File: config.mk
export PLATFORM = sky130hd
export DESIGN_NAME = adder_pipe
export DESIGN_NICKNAME = d
export VERILOG_FILES = /design/src/rtl/adder_pipe_pkg.sv /design/src/rtl/adder_pipe_slice.sv /design/src/rtl/adder_pipe.sv
export SDC_FILE = /design/constraint.sdc
export NUM_CORES = 1
export LEC_CHECK = 0
export CORE_MARGIN = 2
export CORE_UTILIZATION = 45
export CTS_CLUSTER_DIAMETER = 60
export CTS_CLUSTER_SIZE = 14
export DETAILED_ROUTE_END_ITERATION = 8
export PLACE_DENSITY_LB_ADDON = 0.1
export SYNTH_ARGS = -nofsm -noshare
export SYNTH_HDL_FRONTEND = slang
export SYNTH_HIERARCHICAL = 1
export SYNTH_SLANG_ARGS = --single-unit
File: constraint.sdc
create_clock -name clk -period 2.8 [get_ports clk]
set_clock_uncertainty 0.2 [all_clocks]
set_input_delay 0.56 -clock clk [delete_from_list [all_inputs] [get_ports clk]]
set_output_delay 0.56 -clock clk [all_outputs]
set_load 0.02 [all_outputs]
File: src/rtl/adder_pipe_pkg.sv
// rtl/adder_pipe_pkg.sv - shared stage flags and width helper for adder_pipe
package adder_pipe_pkg;

  typedef struct packed {
    logic acc;
    logic last;
  } beat_flags_t;

  function automatic int sum_width(input int data_width);
    return data_width + 1;
  endfunction

endpackage

File: src/rtl/adder_pipe_slice.sv
// rtl/adder_pipe_slice.sv - one enable-gated pipeline register carrying valid plus payload
module adder_pipe_slice
  import adder_pipe_pkg::*;
#(
  parameter int W = 1
) (
  input  logic         clk,
  input  logic         rst_n,
  input  logic         en_i,
  input  logic         valid_i,
  input  logic [W-1:0] data_i,
  output logic         valid_o,
  output logic [W-1:0] data_o
);

  logic         valid_q;
  logic [W-1:0] data_q;

  always_ff @(posedge clk or negedge rst_n) begin
    if (!rst_n) begin
      valid_q <= 1'b0;
      data_q  <= '0;
    end else if (en_i) begin
      valid_q <= valid_i;
      data_q  <= data_i;
    end
  end

  assign valid_o = valid_q;
  assign data_o  = data_q;

endmodule

File: src/rtl/adder_pipe.sv
// rtl/adder_pipe.sv - pipelined pair adder with grouped accumulation; ADDER_SATURATE_EN clamps the accumulator
module adder_pipe
  import adder_pipe_pkg::*;
#(
  parameter int DATA_WIDTH = 8,
  parameter int ACC_WIDTH  = 16,
  parameter int STAGES     = 2
) (
  input  logic                  clk,
  input  logic                  rst,
  input  logic                  in_valid,
  output logic                  in_ready,
  input  logic [DATA_WIDTH-1:0] in1,
  input  logic [DATA_WIDTH-1:0] in2,
  input  logic                  in_acc,
  input  logic                  in_last,
  output logic                  out_valid,
  input  logic                  out_ready,
  output logic [ACC_WIDTH-1:0]  out,
  output logic                  out_ovf
);

  localparam int SUM_WIDTH = sum_width(DATA_WIDTH);
  localparam int ACC_EXT   = ACC_WIDTH + 1;

  typedef struct packed {
    logic [SUM_WIDTH-1:0] sum;
    beat_flags_t          flags;
  } payload_t;

  localparam int PW = $bits(payload_t);

  logic                 out_valid_q, out_valid_d;
  logic [ACC_WIDTH-1:0] out_q, out_d;
  logic                 out_ovf_q, out_ovf_d;
  logic [ACC_WIDTH-1:0] acc_q, acc_d;
  logic                 sticky_q, sticky_d;

  // One global enable: the whole pipe, accumulator included, freezes on a stall.
  logic en;
  assign en       = !out_valid_q || out_ready;
  assign in_ready = en;

  logic [STAGES-1:0]         stg_valid;
  logic [STAGES-1:0][PW-1:0] stg_data;
  payload_t                  s1_payload;

  assign s1_payload   = {SUM_WIDTH'(in1) + SUM_WIDTH'(in2), in_acc, in_last};
  assign stg_valid[0] = in_valid && en;
  assign stg_data[0]  = s1_payload;

  for (genvar i = 0; i < STAGES - 1; i++) begin : g_slice
    adder_pipe_slice #(.W(PW)) u_slice (
      .clk    (clk),
      .rst_n  (rst),
      .en_i   (en),
      .valid_i(stg_valid[i]),
      .data_i (stg_data[i]),
      .valid_o(stg_valid[i+1]),
      .data_o (stg_data[i+1])
    );
  end

  logic     fin_valid;
  payload_t fin;
  assign fin_valid = stg_valid[STAGES-1];
  assign fin       = stg_data[STAGES-1];

  logic [ACC_EXT-1:0]   acc_sum;
  logic                 carry;
  logic [ACC_WIDTH-1:0] acc_next;

  assign acc_sum = ACC_EXT'(acc_q) + ACC_EXT'(fin.sum);
  assign carry   = acc_sum[ACC_WIDTH];

`ifdef ADDER_SATURATE_EN
  assign acc_next = carry ? '1 : acc_sum[ACC_WIDTH-1:0];
`else
  assign acc_next = acc_sum[ACC_WIDTH-1:0];
`endif

  always_comb begin
    out_valid_d = out_valid_q;
    out_d       = out_q;
    out_ovf_d   = out_ovf_q;
    acc_d       = acc_q;
    sticky_d    = sticky_q;
    if (en) begin
      out_valid_d = 1'b0;
      if (fin_valid && !fin.flags.acc) begin
        out_valid_d = 1'b1;
        out_d       = ACC_WIDTH'(fin.sum);
        out_ovf_d   = 1'b0;
      end else if (fin_valid && fin.flags.last) begin
        out_valid_d = 1'b1;
        out_d       = acc_next;
        out_ovf_d   = sticky_q | carry;
        acc_d       = '0;
        sticky_d    = 1'b0;
      end else if (fin_valid) begin
        acc_d       = acc_next;
        sticky_d    = sticky_q | carry;
      end
    end
  end

  always_ff @(posedge clk or negedge rst) begin
    if (!rst) begin
      out_valid_q <= 1'b0;
      out_q       <= '0;
      out_ovf_q   <= 1'b0;
      acc_q       <= '0;
      sticky_q    <= 1'b0;
    end else begin
      out_valid_q <= out_valid_d;
      out_q       <= out_d;
      out_ovf_q   <= out_ovf_d;
      acc_q       <= acc_d;
      sticky_q    <= sticky_d;
    end
  end

  assign out_valid = out_valid_q;
  assign out       = out_q;
  assign out_ovf   = out_ovf_q;

endmodule

==> metrics.md <==
| Metric | Value |
|---|---|
| Outcome | finished clean |
| Endpoint type of the worst setup path | primary output |
| Pwr Total | 3.27 mW |
| Synth area leaders | dfrtp_1 40%, ha_1 7.3%, mux2_4 5.1%, nand2_1 5.0%, o21ai_0 2.7% |
| Period utilisation layout | between 90 and 100% |
| Final core occ | 56.2% |
| Peak Freq | 373 MHz |
| Largest family of logic cells by synthesized area | compound AO/OA/AOI/OAI gates |
| Synth Area in Simple Gates | between 10% and 20% |
| TritonCTS clock tree | yes |
| Yosys cell types | between 50 and 60 |
| Largest net degree at the start of global routing | 30 |
| Crit path cell chain | clkdlybuf4s50_1 > nand2b_1 > clkdlybuf4s50_1 |
| CP arrival | 1.92 ns |
| Post-synth ARST share | 100% |
| First-pass iteration count of the detailed router | 4 |
| Initial antenna violation count | 0 |
| CP Class | in -> out |
| Core Box Area | 0.00631 mm² |
| Leak | 1.67 nW |
| Max Cap Violations | 0 |
| Post-synthesis mux area share | 8.40% |
| GRT overflow | 0 |
| Area leader, netlist | dfrtp_1 |
| Comb pwr share | 53.7% |
| Switching share of power | 41.0% |
| Share of power burned in registers | between 30% and 40% |
| H-tree depth | 2 |
| Endpoints failing hold | 0 |
| Post-synthesis compound-gate area fraction | about 20% |
| P per Cell Area | 923 mW/mm² |
| Clock Power Share | 11.4% |
| DIE AREA | just over 0.007 mm² |
| Most frequent cell after synthesis | dfrtp_1 |
| Slew @ Worst Pin | between 0.6 and 0.7 ns |
| Minimum clock period after layout | 2.68 ns |
| Io pins | 41 |
| Synth Net Count | between 300 and 400 |
| Starting Density | 46.2% |
| CP peak stage delay | around 0.66 ns |
| Synthesized area | a little under 0.003 mm² |
| Most common cell on crit path | clkdlybuf4s50_1 |
| Die boundary width | 84.5 µm |
| Area delta synth->final | 21.6% |
| Root buffer cell | clkbuf_8 |
| First-pass GRT wire length | ~11 mm |
| Skew-Pair Late Insertion Delay | 0.29 ns |
| Commonest cells post-synth | 47 x dfrtp_1, 39 x nand2_1, 17 x ha_1, 16 x nor2_1, 16 x o21ai_0 |
| Final #Nets | about 390 |
| YS warnings | 6 |
| Syn Inst Count | 298 |
| Via density per instance | 5.71 |
| Syn_area_per_cell | approximately 10 µm² |
| Worst slew margin | 56.3% |
| Worst min path class | in -> async |
| RSZ-0062 raised after global routing | no |
| Clock buffer count from CTS | 5 |
| DP HPWL | 4.78 mm |
| Gr usage total | between 10% and 20% |
| Adder-Cell Fraction of Synth Area | 8.66% |
| Top_reg_cell synth | dfrtp_1 |
| Crit path launch type | input pin |
| Post-route ant nets | 0 |
| WL per Instance | 14.9 µm |
| Antenna cells | 0 |
| CTS Buffer Depth | 2 |
| Gp weighted congestion | 0.784 |
| Row cnt | 29 |
| Vias in the first global route | around 2,400 |
| EDFF count, synth | 0 |
| Register bit total from synthesis | 47 |
| Sink Count | 47 |
| Synth top area share | 40.3% |
| Max FO, Critical Path | 4 |
| Final hold slack | 0.0892 ns |
| Worst Reg-to-Reg Cells | 8 |
| IO buf count | 40 |
| Initial DRC count | 157 |
| Drt drc | 0 |
| Register area share after synthesis | 40.3% |
| XOR/XNOR Fraction of Synth Area | 3.30% |
| DR vias | 2,397 |
| Setup TNS | 0 ns |
| Switching Power | roughly 1.3 mW |
| Share of layout cells above drive strength 1 | 13.1% |
| Critical path's slowest cell | clkdlybuf4s50_1 |
| Max Slew Vio Count | 0 |
| Clock transition at path regs | about 0.080 ns |
| Total Wirelength | 6.28 mm |
| Max IR drop VDD | 387 µV |
| Quantity of hold-fixing buffers added after cts | 0 |
| Pint | 1.93 mW |
| Critical path data required time | 2.04 ns |
| # setup viols final | 0 |
| Die height | 84.5 µm |
==> metal layers <==
| layer | wire length [µm] | track usage [%] |
|---|---|---|
| met5 | 0 | 0 |
| met4 | 90 | 6.20 |
| met3 | 251 | 3.44 |
| met2 | 3080 | 32.4 |
| met1 | 2860 | 24.3 |
==> through the flow <==
stage	cells	cell area [µm²]	setup WS (ns)
2_1_floorplan	298	2920	0.338
3_3_place_gp	414	3460	-0.152
3_5_place_dp	414	3460	-0.220
4_1_cts	420	3530	0.0841
5_1_grt	420	3550	0.0431
6_report	420	3550	0.120
==> power by group through the flow <==
stage / clock, mW / combinational [mW] / sequential (mW)
floorplan: 0 / 1.12 / 1.19
finish: 0.372 / 1.76 / 1.14
detailed placement: 0 / 1.74 / 1.16
CTS: 0.387 / 1.75 / 1.14
global placement: 0 / 1.72 / 1.14
global route: 0.420 / 1.95 / 1.19
==> state kept, by name (all words and copies together) (netlist names) <==
signal / cells
sticky_q: 1
acc_q: 16
g_slice.u_slice/valid_o: 1
out_ovf: 1
g_slice.u_slice/data_o: 11
out_valid: 1
out: 16
==> logic make-up (layout without fill, tap and decap cells) <==
family | count (synthesis) | after routing
DFF | 47 | 47
muxes | 19 | 19
buffers and inverters | 26 | 71
xor gates and xnor gates | 11 | 11
AOI/OAI and AO/OA | 78 | 78
adders and majority gates | 19 | 19
and+or+nand+nor | 98 | 98
==> final cells by class <==
| type | instances | area (µm²) |
|---|---|---|
| Multi-Input combinational cell | 225 | 1640 |
| Timing Repair Buffer | 59 | 538 |
| Fill cell | 578 | 2770 |
| Sequential cell | 47 | 1180 |
| Clock buffer | 6 | 72.6 |
| Inverter | 6 | 22.5 |
| Tap cell | 77 | 96.3 |
==> path summary, 6_finish.rpt <==
path / startpoint / slack [ns] / to
worst min-delay path: rst / 0.09 / out[10]
worst max-delay path: out_ready / 0.12 / in_ready
worst min register to register: out[0] / 0.29 / out[0]
worst max register to register: g_slice[0].u_slice/data_o[2] / 0.18 / acc_q[12]
max in group asynchronous: rst / 1.71 / out[8]
min in group clk: out[0] / 0.29 / out[0]
==> worst max-delay path, delay by kind of cell <==
family / cells / cell delay [ns]
buffers and inverters: 2 / 1.11
and+or+nand+nor: 1 / 0.24
==> placed cells by master, fill, tap and decap left out, drive strengths merged, types with 9 or more instances in the layout <==
cell type      count
dfrtp             47
nand2             39
clkdlybuf4s50     39
buf               20
ha                17
nor2              16
o21ai             16
mux2              14
a21oi             10
nor3              10
xnor2              9
nand3              9
==> repair_timing <==
action	in CTS	in global routing
endpoints found under the setup margin	0	2
gates resized for setup	0	2
setup buffers	0	0
Note: power is estimated with default switching activity, not from simulation.
